===== config.mk =====
export PLATFORM = sky130hd
export DESIGN_NAME = pipe_buffer
export DESIGN_NICKNAME = d
export VERILOG_FILES = /design/src/rtl/pipe_buffer.sv
export SDC_FILE = /design/constraint.sdc
export NUM_CORES = 1
export LEC_CHECK = 0
export CAP_MARGIN = 20
export CORE_ASPECT_RATIO = 1.25
export CORE_MARGIN = 1.5
export CORE_UTILIZATION = 50
export CTS_CLUSTER_SIZE = 30
export DETAILED_ROUTE_END_ITERATION = 8
export PLACE_DENSITY = 0.8
export SETUP_SLACK_MARGIN = 0.5
export SYNTH_ARGS = -nofsm -noshare
export SYNTH_HDL_FRONTEND = slang
export SYNTH_SLANG_ARGS = --single-unit

===== constraint.sdc =====
create_clock -name clk -period 2.7 [get_ports clk]
set_input_delay 0.27 -clock clk [delete_from_list [all_inputs] [get_ports clk]]
set_output_delay 0.27 -clock clk [all_outputs]
set_load 0.02 [all_outputs]

===== src/rtl/pipe_buffer.sv =====
// rtl/pipe_buffer.sv - DEPTH-entry elastic pipeline buffer with valid/ready, flush and occupancy
// Optional same-cycle pass-through when empty: define PIPE_BUFFER_BYPASS_EN.
module pipe_buffer #(
  parameter int              WIDTH = 32,
  parameter int              DEPTH = 2,
  parameter logic [WIDTH-1:0] INIT = '0
) (
  input  logic                       clk,
  input  logic                       rst,
  input  logic                       flush,
  input  logic                       in_valid,
  output logic                       in_ready,
  input  logic [WIDTH-1:0]           din,
  output logic                       out_valid,
  input  logic                       out_ready,
  output logic [WIDTH-1:0]           dout,
  output logic [$clog2(DEPTH+1)-1:0] count
);

  localparam int PW = (DEPTH > 1) ? $clog2(DEPTH) : 1;
  localparam int CW = $clog2(DEPTH + 1);

  logic [WIDTH-1:0] mem [DEPTH];
  logic [PW-1:0]    wr_ptr;
  logic [PW-1:0]    rd_ptr;
  logic [CW-1:0]    cnt;
  logic             held;
  logic             full;
  logic             passthru;
  logic             push;
  logic             pop;

  function automatic logic [PW-1:0] ptr_next(input logic [PW-1:0] p);
    return (p == PW'(DEPTH - 1)) ? '0 : p + PW'(1);
  endfunction

  assign held     = (cnt != '0);
  assign full     = (cnt == CW'(DEPTH));
  assign in_ready = !full;
  assign count    = cnt;

`ifdef PIPE_BUFFER_BYPASS_EN
  logic bypass;

  // An empty buffer presents the producer's entry directly; a taken
  // pass-through never touches storage or the count.
  assign bypass    = !held && in_valid && !flush;
  assign passthru  = bypass && out_ready;
  assign out_valid = held || bypass;
  assign dout      = held ? mem[rd_ptr] : (bypass ? din : INIT);
`else
  assign passthru  = 1'b0;
  assign out_valid = held;
  assign dout      = held ? mem[rd_ptr] : INIT;
`endif

  assign push = in_valid && !full && !flush && !passthru;
  assign pop  = held && out_ready && !flush;

  always_ff @(posedge clk or posedge rst) begin
    if (rst) begin
      for (int i = 0; i < DEPTH; i++) begin
        mem[i] <= INIT;
      end
    end else if (push) begin
      mem[wr_ptr] <= din;
    end
  end

  always_ff @(posedge clk or posedge rst) begin
    if (rst) begin
      wr_ptr <= '0;
      rd_ptr <= '0;
      cnt    <= '0;
    end else if (flush) begin
      wr_ptr <= '0;
      rd_ptr <= '0;
      cnt    <= '0;
    end else begin
      if (push) begin
        wr_ptr <= ptr_next(wr_ptr);
      end
      if (pop) begin
        rd_ptr <= ptr_next(rd_ptr);
      end
      case ({push, pop})
        2'b10:   cnt <= cnt + CW'(1);
        2'b01:   cnt <= cnt - CW'(1);
        default: cnt <= cnt;
      endcase
    end
  end

endmodule


==> metrics.txt, run 1 <==
outcome finished, final reports clean; HP Class input pin to async pin; Final Power 2.95 mW; post-synthesis register bit count 68; Worst Tran Pin Value 682 ps; row cnt 31; LEAKAGE 1.71 nW; Worst Skew 8.56 ps; Max Transition Viols Final 0; Critical Path End Type output pin; Startpoint Class register; IO buf count 72; Worst-Skew Late Latency 340 ps; initial antenna violation count 0; Overall Global Routing Usage 19.2%; sequential share of the synthesized area 54.8%; Fin Setup TNS 0 ps; number of remaining DRC errors 0; initial DRC count 116; R2R cell count 5; Achievable Freq 471 MHz; detailed-route via count 2053; FF-to-FF setup slack 630 ps; Routed Antenna Nets 0; reg2reg end mem[24]; vias in the first global route 2029; pin count of the biggest net entering global routing 38; die area 6700 µm²; power density over the cells 709 nW/µm²; ANT cells 0; Crit Reg-Reg Startpoint count[1]; Core Box Area 5900 µm²; First-pass DRT Iterations 4; crit path DAT 1850 ps; synth warn 0; CTS tree done; Setup Viol. Count Final 0; Worst VDD drop 0.409 mV; syn_nets 269; CP Class register to output pin; worst hold margin 353 ps; die span in y 91.1 µm; Final Hold Fails 0; grt total ovfl 0; Rel. slew slack 54.5%; Syn Inst Count 232; DR WL/cell 14.8 µm; Mean Syn Cell Area 13.4 µm²; Max-cap violations 0; clk sinks 68; Chip Width 73.5 µm; Util after Layout 70.6%; # IOs 73; Post-Syn Area 3110 µm²; Starting Density 52.7%; DR vias/cell 5.15; htree depth 3; Clk pin slew, worst setup/hold paths 80 ps; RSZ-0062 raised after global routing no; Tmin final 2120 ps; CTS Root Cell clkbuf_8; Tcrit/Tclk final 78.6%; Layout Area Growth over Synthesis 33.9%; critical path peak fanout 7; first-pass GRT wire length 9830 µm; hold-fix buffers at CTS 0; Critical Path RT 2430 ps; library cells used by synthesis 23; gpl congestion 0.696; layout cells sized above 1 30.0%; Nets 350; final WL 5910 µm; CTS Buf Count 9; Max clock buf depth 2; HPWL after DPL 3910 µm
==> Yosys cell counts, drive strengths merged <==
| cell | instances | share of area, % |
|---|---|---|
| nand3b | 1 | 0.24 |
| nor3b | 1 | 0.24 |
| nand4b | 1 | 0.48 |
| nor4 | 1 | 0.68 |
| mux2i | 33 | 11 |
| nor2b | 1 | 0.28 |
| or3 | 1 | 0.20 |
| a21o | 1 | 0.24 |
| mux2 | 64 | 23 |
| o21ai | 2 | 0.32 |
| inv | 4 | 0.48 |
| or2 | 1 | 0.20 |
| clkbuf | 4 | 0.48 |
| dfrtp | 68 | 55 |
| buf | 9 | 2.3 |
| nor2 | 34 | 4.1 |
| xor2 | 1 | 0.28 |
| a21oi | 4 | 0.64 |
| o211ai | 1 | 0.24 |
==> logic make-up (layout without fill, tap and decap cells) <==
kind of cell	count (synthesis)	count (layout)	share of synthesized area, %
mux	97	97	33.8
flops	68	68	54.8
simple gates	41	41	6.44
buf+inv	17	102	3.26
compound gates	8	8	1.45
xor+xnor	1	1	0.282
==> worst max-delay path: stages, from the launching register on <==
cell             delay [ps]
dfrtp_2                 450
buf_4                   190
mux2i_1                 120
nor2_1                  130
clkdlybuf4s50_1         620
==> sequential cells by signal, indices dropped and copies added (netlist names) <==
signal,count
count,2
mem,64
rd_ptr,1
wr_ptr,1
==> repair_timing <==
item | in CTS | in global routing
buffers inserted | 2 | 0
resized for setup | 1 | 4
pin swaps | 0 | 0
setup endpoints to repair | 33 | 35
==> per-layer routing <==
metal / GRT usage (%) / wire (µm)
met1: 25.5 / 2690
met2: 29.8 / 2820
met3: 3.44 / 276
met4: 9.26 / 127
met5: 0 / 0
==> how the worst max path moves through the flow <==
stage          cells after the start  slack [ps]  endpoint     start
3_3_place_gp                       4         510   mem[24]  in_valid
2_1_floorplan                      1         720  count[0]       rst
3_5_place_dp                       4         480   mem[24]  in_valid
6_report                           4         580   dout[9]    rd_ptr
5_1_grt                            4         500  dout[15]    rd_ptr
4_1_cts                            4         500   dout[9]  count[0]
==> area by class of cell <==
class	instances	area, µm²
Clock buffer	10	138
Sequential cell	68	1710
Multi-Input combinational cell	147	1310
Tap cell	82	103
Timing Repair Buffer	83	841
Inverter	4	15.0
Fill cell	434	1730
Clock inverter	5	52.6
==> where the power goes <==
| part | switching (mW) | internal [mW] |
|---|---|---|
| combinational | 0.318 | 0.439 |
| sequential | 0.121 | 1.26 |
| clock | 0.371 | 0.441 |
| total | 0.809 | 2.14 |
==> layout by cell type, fill, tap and decap left out, types with 2 or more instances in the layout <==
cell	instances
dfrtp_2	3
mux2i_1	33
buf_4	8
nor2_1	33
inv_1	2
mux2_2	59
buf_12	3
clkdlybuf4s50_1	72
clkbuf_8	10
a21oi_1	4
clkinv_2	3
dfrtp_1	65
mux2_1	5
inv_2	2
o21ai_0	2
==> metrics by stage <==
stage	instance area (µm²)	instances	worst slack [ps]
3_5_place_dp	3940	382	477
3_3_place_gp	3940	382	506
6_report	4160	399	579
5_1_grt	4160	399	505
4_1_cts	4150	399	505
2_1_floorplan	3110	232	718
Power figures use the tool's default switching activity.
==> inputs of run 2 (changes only) <==
--- a/config.mk
+++ b/config.mk
@@ -8,10 +8,10 @@
 export CAP_MARGIN = 20
 export CORE_ASPECT_RATIO = 1.25
 export CORE_MARGIN = 1.5
-export CORE_UTILIZATION = 50
+export CORE_UTILIZATION = 45
 export CTS_CLUSTER_SIZE = 30
 export DETAILED_ROUTE_END_ITERATION = 8
-export PLACE_DENSITY = 0.8
+export PLACE_DENSITY = 0.76
 export SETUP_SLACK_MARGIN = 0.5
 export SYNTH_ARGS = -nofsm -noshare
 export SYNTH_HDL_FRONTEND = slang
==> constraint.sdc (replaced) <==
create_clock -name clk -period 1.86 [get_ports clk]
set_input_delay 0.186 -clock clk [delete_from_list [all_inputs] [get_ports clk]]
set_output_delay 0.186 -clock clk [all_outputs]
set_load 0.02 [all_outputs]
==> run 2 against run 1 <==
Compared with the run above: global-route usage increased by 2.0 points; via count is 8.3% higher; die area is 11% higher; power rose by 61%; utilization is 3.5 points higher; hold slack got worse by 56 ps; cell area is 18% higher; critical path depth unchanged; first-iteration DRC count shrank 14%; critical path type unchanged; largest power group unchanged.
==> metrics.txt, run 2 (synthesis results as in run 1) <==
crit path DAT 1580 ps (-270 ps); grt total ovfl 0 (unchanged); First-pass DRT Iterations 4 (unchanged); Worst Skew 12.5 ps (+3.94 ps); IO buf count 72 (unchanged); row cnt 33 (+6.5%); number of remaining DRC errors 0 (unchanged); HPWL after DPL 4050 µm (+3.7%); Core Box Area 6610 µm² (+12%); Layout Area Growth over Synthesis 57.5%; Routed Antenna Nets 0 (unchanged); detailed-route via count 2224 (+8.3%); # IOs 73 (unchanged); final WL 7710 µm (+30%); Final Hold Fails 0 (unchanged); htree depth 3 (unchanged); Metal-1 WL 3360 µm (+25%); initial antenna violation count 0 (unchanged); Critical Path RT 1670 ps (-760 ps); layout cells sized above 1 50.0% (+20 points); setup slack at placement 7.92 ps (-469 ps); CTS Root Cell clkbuf_8; CTS tree done; Max clock buf depth 2 (unchanged); pin count of the biggest net entering global routing 69 (+82%); worst hold margin 297 ps (-56.2 ps); Rel. slew slack 75.7% (+21 points); Tcrit/Tclk final 94.8%; Final Power 4.74 mW (+61%); fin worst setup slack 95.9 ps (-483 ps); Max-cap violations 0 (unchanged); HP Class input pin to async pin; Starting Density 47.0% (-5.7 points); CP Class register to output pin; Worst Tran Pin Value 364 ps (-318 ps); gpl congestion 0.744 (+7.0%); Chip Width 77.3 µm (+5.2%); CTS Buf Count 9 (unchanged); Tmin final 1760 ps; Worst VDD drop 0.919 mV (+120%); critical path peak fanout 18 (+11); most frequent cells in the layout dfrtp_1 (65), clkdlybuf4s50_1 (36), mux2_4 (32); LEAKAGE 2.20 nW (+28%); Fin Setup TNS 0 ps (unchanged); first-pass GRT wire length 11800 µm (+20%); Achievable Freq 567 MHz; hold-fix buffers at CTS 0 (unchanged); Overall Global Routing Usage 21.1% (+2.0 points); Util after Layout 74.1% (+3.5 points); Startpoint Class register; vias in the first global route 2335 (+15%); Worst-Skew Late Latency 340 ps (about the same); die span in y 95.9 µm (+5.2%); Nets 378 (+8.0%); power density over the cells 969 nW/µm² (+37%); Setup Viol. Count Final 0 (unchanged); routed wl met3 304 µm (+10%); clk sinks 68 (unchanged); RSZ-0062 raised after global routing yes; Max Transition Viols Final 0 (unchanged); top layer in use met4; max reg flops 64 (unchanged); die area 7420 µm² (+11%); commonest non-fill, non-tap cell in the layout dfrtp_1; Crit-path slowest cell dfrtp_2; Met2 Wirelength 3920 µm (+39%); Biggest register mem; Critical Path End Type output pin; CP cell instances buf_12 -> mux2i_1 -> nor2_2 -> dlygate4sd2_1; Clk pin slew, worst setup/hold paths 80 ps (about the same); DR WL/cell 17.8 µm (+20%); CP max stage delay 410 ps (-210 ps); ANT cells 0 (unchanged); DR vias/cell 5.14 (-0.18%); initial DRC count 100 (-14%); outcome finished, final reports clean
## run 2: cell count changes in the layout (fill, tap and decap cells not counted), moves of 9 or more
cell	before	now
dlygate4sd2_1	0	31
nor2_1	33	2
nor2_2	1	31
mux2_4	0	32
buf_12	3	12
buf_6	0	12
mux2_2	59	31
clkdlybuf4s50_1	72	36
## run 2: cell type report
type	count	area [µm²]
fillers	454	1710
flip-flops and latches	68	1710
multi-input cells	147	1560
repair buffers	111	1280
clock buffers	10	128
well taps	87	109
clock inverters	6	88.8
inverters	4	18.8
## run 2: path summary, 6_finish.rpt
kind | startpoint | endpoint | slack (ps) | depth (start not counted)
max in group asynchronous | rst | count[1] | 1250 | 3
worst min-delay path | rst | mem[60] | 300 | 3
worst max-delay path | rd_ptr | dout[20] | 100 | 4
worst min register to register | mem[31] | mem[31] | 510 | 1
worst max register to register | count[1] | mem[38] | 120 | 7
min in group clk | din[27] | mem[59] | 480 | 2
## run 2: worst max-delay path: cells and delay by family (launching register included)
kind	cells	cell delay, ps
flops	1	410
simple gates	1	50
mux	1	260
buf+inv	2	510
## run 2: repair_timing
| action | in CTS | in global routing |
|---|---|---|
| gates cloned | 6 | 1 |
| resized for setup | 76 | 49 |
| pin swaps | 0 | 1 |
| setup endpoints to repair | 100 | 101 |
| setup buffers | 18 | 2 |
## run 2: metal layers
layer  GRT usage (%)  vias up
li1                -     1028
met1            25.7     1129
met2            36.9       56
met3            4.64       11
met4            7.88        0
met5               0        -
## run 2: per-stage QoR
step	instance area (µm²)	cells
after global placement	4110	390
after detailed placement	4110	390
after CTS	4670	430
after floorplan	3220	232
after global routing	4890	433
final	4890	433
## run 2: where the power goes
group | switching, mW | internal, mW
clock | 0.566 | 0.755
combinational | 0.577 | 0.802
sequential | 0.212 | 1.83
total | 1.35 | 3.39
==> inputs of run 3 (changes only) <==
--- a/config.mk
+++ b/config.mk
@@ -8,10 +8,10 @@
 export CAP_MARGIN = 20
 export CORE_ASPECT_RATIO = 1.25
 export CORE_MARGIN = 1.5
-export CORE_UTILIZATION = 45
+export CORE_UTILIZATION = 53
 export CTS_CLUSTER_SIZE = 30
 export DETAILED_ROUTE_END_ITERATION = 8
-export PLACE_DENSITY = 0.76
+export PLACE_DENSITY = 0.84
 export SETUP_SLACK_MARGIN = 0.5
 export SYNTH_ARGS = -nofsm -noshare
 export SYNTH_HDL_FRONTEND = slang
==> constraint.sdc (replaced) <==
create_clock -name clk -period 2.1 [get_ports clk]
set_input_delay 0.21 -clock clk [delete_from_list [all_inputs] [get_ports clk]]
set_output_delay 0.21 -clock clk [all_outputs]
set_load 0.02 [all_outputs]
==> run 3 against run 2 <==
Compared with the run above: hold slack improved by 11 ps; critical endpoint is now dout[30]; setup slack improved by 230 ps; largest power group unchanged; die area decreased by 15%; largest cell class unchanged.
==> metrics.txt, run 3 (synthesis results as in run 1) <==
htree depth 3 (unchanged); LEAKAGE 2.23 nW (+1.3%); Starting Density 54.1% (+7.1 points); Final Hold Fails 0 (unchanged); Fin Setup TNS 0 ps (unchanged); grt total ovfl 0 (unchanged); Max Transition Viols Final 0 (unchanged); CP Class register to output pin; Critical Path End Type output pin; Worst-Skew Late Latency 340 ps (about the same); P_int 3.12 mW (-8.0%); Biggest register mem; Final Power 4.37 mW (-7.8%); Chip Width 71.5 µm (-7.5%); Routed Antenna Nets 0 (unchanged); gpl congestion 0.757 (+1.7%); HPWL after DPL 3710 µm (-8.5%); Achievable Freq 564 MHz; RSZ-0062 raised after global routing yes; critical path peak fanout 5 (-13); max reg flops 64 (unchanged); Max clock buf depth 2 (unchanged); Rel. slew slack 76.4% (+0.66 points); die span in y 88.6 µm (-7.6%); vias in the first global route 2283 (-2.2%); Critical Path RT 1890 ps (+220 ps); CTS Buf Count 9 (unchanged); DR vias/cell 5.59 (+8.7%); FF-to-FF setup slack 420 ps (+300 ps); Overall Global Routing Usage 23.6% (+2.5 points); initial antenna violation count 0 (unchanged); power density over the cells 909 nW/µm² (-6.2%); crit path DAT 1560 ps (-20 ps); P_sw 1.25 mW (-7.4%); clk sinks 68 (unchanged); die area 6340 µm² (-15%); CTS tree done; layout cells sized above 1 49.6% (-0.43 points); commonest non-fill, non-tap cell in the layout dfrtp_1; First-pass DRT Iterations 8 (+4); Tmin final 1770 ps; Max-cap violations 0 (unchanged); CTS Root Cell clkbuf_8; number of remaining DRC errors 0 (unchanged); pin count of the biggest net entering global routing 69 (unchanged); switching share of power 28.7% (+0.12 points); Worst Skew 10.0 ps (-2.47 ps); Clk pin slew, worst setup/hold paths 70 ps (about the same); most frequent cells in the layout dfrtp_1 (65), mux2_4 (43), clkdlybuf4s50_1 (36); # IOs 73 (unchanged); Nets 381 (+0.79%); ANT cells 0 (unchanged); Clock power frac 27.4% (-0.4 points); HP Class input pin to async pin; Setup Viol. Count Final 0 (unchanged); part of the power in registers 42.2% (-0.9 points); first-pass GRT wire length 11100 µm (-5.4%); row cnt 31 (-6.1%); initial DRC count 160 (+60%); hold-fix buffers at CTS 0 (unchanged); IO buf count 72 (unchanged); Startpoint Class register; Worst Tran Pin Value 354 ps (-9.86 ps); final WL 9100 µm (+18%); outcome finished, final reports clean; Tcrit/Tclk final 84.5%; Layout Area Growth over Synthesis 54.8%; Comb power frac 30.5% (+1.4 points); DR WL/cell 21.9 µm (+23%); Worst VDD drop 0.596 mV (-35%); detailed-route via count 2318 (+4.2%); Core Box Area 5740 µm² (-13%)
[run 3: changes by cell type in the layout (fill, tap and decap cells not counted), sizes merged]
| cell | delta |
|---|---|
| buf | +29 |
| dlygate4sd2 | -29 |
| clkbuf | +4 |
| clkinvlp | -2 |
| clkinv | +1 |
[run 3: layout make-up]
type / count / area (µm²)
multi-input cells: 147 / 1530
repair buffers: 114 / 1260
clock buffers: 11 / 141
inverters: 4 / 18.8
flip-flops and latches: 68 / 1710
fillers: 282 / 931
clock inverters: 5 / 75.1
well taps: 66 / 82.6
[run 3: path summary, 6_finish.rpt]
path | start | cells after the start | end
min in group clk | mem[8] | 1 | mem[8]
max reg2reg | count[0] | 6 | mem[14]
min reg2reg | mem[8] | 1 | mem[8]
max in group asynchronous | rst | 3 | count[0]
max | rd_ptr | 5 | dout[30]
min | rst | 3 | mem[32]
[run 3: through the flow]
stage	cell area, µm²	std cells	util, %	setup WS (ps)	hold slack [ps]
final	4810	415	83.8	326	308
after global routing	4810	415	83.8	280	330
after CTS	4360	398	76.0	341	321
after detailed placement	3940	365	68.6	248	482
after global placement	3940	365	68.6	255	466
after floorplan	3120	232	-	549	269
[run 3: per-layer routing]
| metal | track usage (%) | part of all wire [%] | vias up |
|---|---|---|---|
| li1 | - | - | 1035 |
| met1 | 28.2 | 41 | 1188 |
| met3 | 3.87 | 4.9 | 10 |
| met5 | 0 | 0 | - |
| met2 | 42.0 | 53 | 85 |
| met4 | 10.8 | 1.2 | 0 |
[run 3: worst max-delay path, cell delays in order, from the launching register on]
cell and delay (ps):
dfrtp_2 480, buf_6 170, buf_16 140, mux2i_1 110
nor2_1 160, buf_4 170
[run 3: power by group through the flow]
| stage | Combinational [mW] | Sequential (mW) | Clock (mW) |
|---|---|---|---|
| 3_3_place_gp | 0.950 | 1.79 | 0 |
| 2_1_floorplan | 0.641 | 1.76 | 0 |
| 3_5_place_dp | 0.973 | 1.81 | 0 |
| 6_report | 1.33 | 1.84 | 1.20 |
| 5_1_grt | 1.40 | 1.87 | 1.27 |
| 4_1_cts | 1.07 | 1.79 | 1.19 |
[run 3: repair_timing]
action                     in CTS  in global routing
pin swaps                       2                  3
resized for setup             176                 70
setup buffers                  10                 11
cloned                          7                  6
setup endpoints to repair      36                 97
